===== config.mk =====
export PLATFORM = sky130hd
export DESIGN_NAME = div32_seq
export DESIGN_NICKNAME = d
export VERILOG_FILES = /design/src/rtl/div32_seq.sv
export SDC_FILE = /design/constraint.sdc
export NUM_CORES = 1
export LEC_CHECK = 0
export ABC_AREA = 0
export ABC_CLOCK_PERIOD_IN_PS = 7300
export BUFFER_PORTS_ARGS = -buffer_cell sky130_fd_sc_hd__buf_2
export CAP_MARGIN = 20
export CELL_PAD_IN_SITES_DETAIL_PLACEMENT = 0
export CELL_PAD_IN_SITES_GLOBAL_PLACEMENT = 2
export CORE_ASPECT_RATIO = 0.6
export CORE_UTILIZATION = 39
export CTS_CLUSTER_SIZE = 16
export DETAILED_ROUTE_END_ITERATION = 10
export PLACE_DENSITY = 0.89
export SYNTH_ARGS = -nofsm -noshare
export SYNTH_HDL_FRONTEND = slang
export SYNTH_SLANG_ARGS = --single-unit

===== constraint.sdc =====
create_clock -name clk -period 7.3 [get_ports clk]
set_clock_uncertainty 0.05 [all_clocks]
set_input_delay 0.365 -clock clk [delete_from_list [all_inputs] [get_ports clk]]
set_output_delay 0.365 -clock clk [all_outputs]
set_load 0.05 [all_outputs]

===== src/rtl/div32_seq.sv =====
`default_nettype none
// ============================================================================
//  Module   : div32_seq
//  Purpose  : Iterative unsigned restoring divider. Each RUN cycle performs
//             one trial subtraction and produces one quotient bit. A
//             start/done handshake lets the control unit drive it as the
//             ALU's multi-cycle DIV/MOD unit.
//  Revision : 1.0  initial release
// ============================================================================
module div32_seq #(
    parameter int WIDTH = 32,
    parameter int CW    = $clog2(WIDTH)
) (
    input  logic             clk,
    input  logic             rstN,
    input  logic             start,
    input  logic [WIDTH-1:0] dividend,
    input  logic [WIDTH-1:0] divisor,
    output logic             busy,
    output logic             done,
    output logic [WIDTH-1:0] quotient,
    output logic [WIDTH-1:0] remainder,
    output logic             divByZero
);

    localparam logic [1:0] c_stIdle = 2'd0;
    localparam logic [1:0] c_stRun  = 2'd1;
    localparam logic [1:0] c_stFin  = 2'd2;

    logic [1:0]       r_state;
    logic [CW-1:0]    r_count;
    logic [WIDTH-1:0] r_rem;      // partial remainder R
    logic [WIDTH-1:0] r_quo;      // working quotient Q, starts as the dividend
    logic [WIDTH-1:0] r_divisor;

    logic [WIDTH:0]   w_trial;
    logic             w_ge;
    logic [WIDTH-1:0] w_diff;
    logic [WIDTH-1:0] w_nextRem;
    logic [WIDTH-1:0] w_nextQuo;
    logic             w_accept;

    // The trial value is one bit wider than R so a set MSB of R is never lost.
    // When T >= divisor the difference is below the divisor, so WIDTH bits
    // suffice to hold it.
    assign w_trial   = {r_rem, r_quo[WIDTH-1]};
    assign w_ge      = (w_trial >= {1'b0, r_divisor});
    assign w_diff    = w_trial[WIDTH-1:0] - r_divisor;
    assign w_nextRem = w_ge ? w_diff : w_trial[WIDTH-1:0];
    assign w_nextQuo = {r_quo[WIDTH-2:0], w_ge};

    // A request is only honoured when no division is in flight.
    assign w_accept  = start && (r_state != c_stRun);

    assign busy = (r_state == c_stRun);
    assign done = (r_state == c_stFin);

    // Control FSM plus datapath: accept, one restoring step per clock, result load.
    always_ff @(posedge clk or negedge rstN) begin
        if (!rstN) begin
            r_state   <= c_stIdle;
            r_count   <= '0;
            r_rem     <= '0;
            r_quo     <= '0;
            r_divisor <= '0;
            quotient  <= '0;
            remainder <= '0;
            divByZero <= 1'b0;
        end else begin
            case (r_state)
                c_stIdle, c_stFin: begin
                    if (w_accept) begin
                        r_divisor <= divisor;
                        r_quo     <= dividend;
                        r_rem     <= '0;
                        divByZero <= (divisor == '0);
                        // A zero divisor spends a single RUN cycle so its
                        // result appears with a latency of one.
                        r_count   <= (divisor == '0) ? '0 : CW'(WIDTH - 1);
                        r_state   <= c_stRun;
                    end else begin
                        r_state   <= c_stIdle;
                    end
                end
                c_stRun: begin
                    if (divByZero) begin
                        // r_quo still holds the untouched dividend here.
                        quotient  <= '1;
                        remainder <= r_quo;
                        r_state   <= c_stFin;
                    end else begin
                        r_rem   <= w_nextRem;
                        r_quo   <= w_nextQuo;
                        r_count <= r_count - CW'(1);
                        if (r_count == '0) begin
                            quotient  <= w_nextQuo;
                            remainder <= w_nextRem;
                            r_state   <= c_stFin;
                        end
                    end
                end
                default: r_state <= c_stIdle;
            endcase
        end
    end

endmodule
`default_nettype wire


==> flow_summary.ini <==
[sta]
post-route-period-util_pct = 47.5
finalSetupTns_ns = 0
fmax_mhz = 289
hold_viol = 20
maxSlewHeadroom_pct = 34.9
grt_setup_unrepaired = false
slew_viol_final = 0
setup_viol = 0
post-route-min-period_ns = 3.47
tightestPinTransition_ns = 0.977
fin_hold_ws_ns = -0.0581

[setup_path]
path_cells = ha_1 -> nand2_1 -> a211oi_2 -> o21ai_0 -> o221ai_2 -> a21bo_2 -> a21o_4 -> mux2i_1 -> o21ai_0
cp-start-kind = register
cp.arrival_ns = 3.74
path_class = register to register
slowest_delay_ns = 0.48
path_delay_family = compound AO/OA/AOI/OAI gates
critPathSlowestCell = a21o_4
cp_max_fo = 30
r2r_slack_ns = 3.83
endpoint_kind = register
worstPathRequired_ns = 7.57
crit_buf_inv = 0
path_common_cell = o21ai_0

[clock_tree]
clockBufferDepth = 2
cts_sinks = 168
cts_tree = yes
cts-buffers-inserted = 17
post-cts-setup-buffers = 0
clk_latency_ns = 0.45
cts_resized = 0
htree_levels = 4
ctsHoldBuffers = 0
cts.clk_slew.worst_paths_ns = 0.07
clock-root-buffer = clkbuf_16

[floorplan]
core-area_sq_mm = 0.0232
die_area_sq_mm = 0.0243
ios = 134
fp.dieW_microns = 201
rows = 43
start_util_pct = 39.8
die_h_microns = 121

[routing]
wire_per_inst_microns = 19.2
wirelength_mm = 27.1
drc = 0
ant_nets = 0
drt-initial-drc-count = 511
vias_per_cell = 5.52
firstDrtPassIters = 5
vias = 7771

[min_path]
hp-class = input port to asynchronous set/reset pin

[cells_and_area]
nets = 1182
seq_area_sq_mm = 0.00420
fillers = 2268
drive_gt1_share_pct = 21.2
multi_input_area_sq_mm = 0.00458
synthToLayoutAreaGrowth_pct = 16.5

[synth]
synth_ff_type = dfrtp_1
ys_warn_count = 0
syn_area_per_cell_sq_um = 9.46
synth_seq_cells = 168
synth_cells = 976
synthDominantCellAreaShare_pct = 45.5
netlist_area_sq_mm = 0.00924
synth_nets = 1078
synth_area_leader_cell = dfrtp_1
synth-async-reset-ratio_pct = 100
synth_edf_count = 0
ys_seq_area_share_pct = 45.5
synth.distinct_cells = 75
synthTopCellsByArea = dfrtp_1 (46%), ha_1 (4.6%), mux2_2 (4.1%)

[placement]
place_congestion = 0.868
hpwl_mm = 19.7
port_buffers = 133

[global_routing]
antenna_found_initial = 2
grt_overflow = 0
groute.usage.overall_pct = 23.3
grt_pass1_wl_mm = 43.2
grt_pass1_vias = 7416
grt_max_degree = 96

[outcome]
failed_checks = negative hold slack
status = finished with violations

[flow_run]
drv_cap = 0
stage by stage:
step	util, %	setup WS [ns]	cells	area (sq um)
5_1_grt	46.4	3.65	1408	10800
6_report	46.4	3.83	1409	10800
2_1_floorplan	-	4.59	976	9240
3_3_place_gp	43.7	3.94	1375	10100
3_5_place_dp	43.7	3.91	1376	10100
4_1_cts	46.4	3.91	1408	10800
cells in the mapped netlist (all sizes together), types with 7 or more instances:
library cell	n
clkbuf	48
inv	53
o22a	33
or3	7
xnor2	15
a21oi	60
nor4	10
xor2	10
nor3	12
mux2i	23
o31ai	11
mux2	34
buf	11
ha	34
o21ai	71
nand2	101
nand3	26
nor2	73
a21o	18
dfrtp	168
nand4	9
a31oi	45
and3	20
a211oi	7
cell usage in the layout (no fill, tap or decap), drive strengths merged, types with 9 or more instances in the layout:
| cell | n |
|---|---|
| nor3 | 12 |
| nand3 | 26 |
| inv | 53 |
| mux2i | 23 |
| buf | 144 |
| xnor2 | 15 |
| o21ai | 71 |
| nand4 | 9 |
| o22a | 33 |
| mux2 | 34 |
| o31ai | 11 |
| and3 | 20 |
| a31oi | 45 |
| nor4 | 10 |
| ha | 34 |
| nand2 | 101 |
| clkbuf | 22 |
| dfrtp | 168 |
| a21o | 18 |
| a21oi | 60 |
| nor2 | 73 |
| xor2 | 10 |
layer usage:
metal	part of all wire, %	GRT usage (%)
met2	43	33.2
met3	5.1	5.64
met5	0	0
met4	0.93	5.49
met1	51	35.0
flip-flops by register name, indices dropped and copies added, names as in the netlist:
name and count:
r_state 2, r_rem 32, r_count 5, divByZero 1, r_divisor 32, r_quo 32
quotient 32, remainder 32
worst paths after layout:
check | start | endpoint | depth (start not counted)
setup / recovery | r_rem[3] | remainder[26] | 9
min in group clk | dividend[17] | r_quo[17] | 3
hold reg to reg | remainder[13] | remainder[13] | 2
max in group asynchronous | rstN | r_divisor[26] | 2
hold / removal | rstN | r_quo[11] | 1
setup reg to reg | r_rem[3] | remainder[26] | 9
cell families after synthesis:
logic type                 Yosys count  synth area share [%]
AOI/OAI and AO/OA                  293                  21.0
xor gates and xnor gates            25                  2.37
adders and majority gates           35                  4.82
buffers and inverters              113                  5.05
DFF                                168                  45.5
muxes                               57                  6.64
and+or+nand+nor                    285                  14.6
cell type report:
class | count | share of cell area, %
multi-input cells | 695 | 42.5
inverters | 54 | 1.88
repair buffers | 144 | 7.13
clock inverters | 10 | 1.09
diodes | 1 | 0.0233
well taps | 315 | 3.66
flip-flops and latches | 168 | 39.1
clock buffers | 22 | 4.59
Power is left out: the tool's default activity adds up to more than one toggle a clock period on the data nets, which glitch-free logic cannot reach.
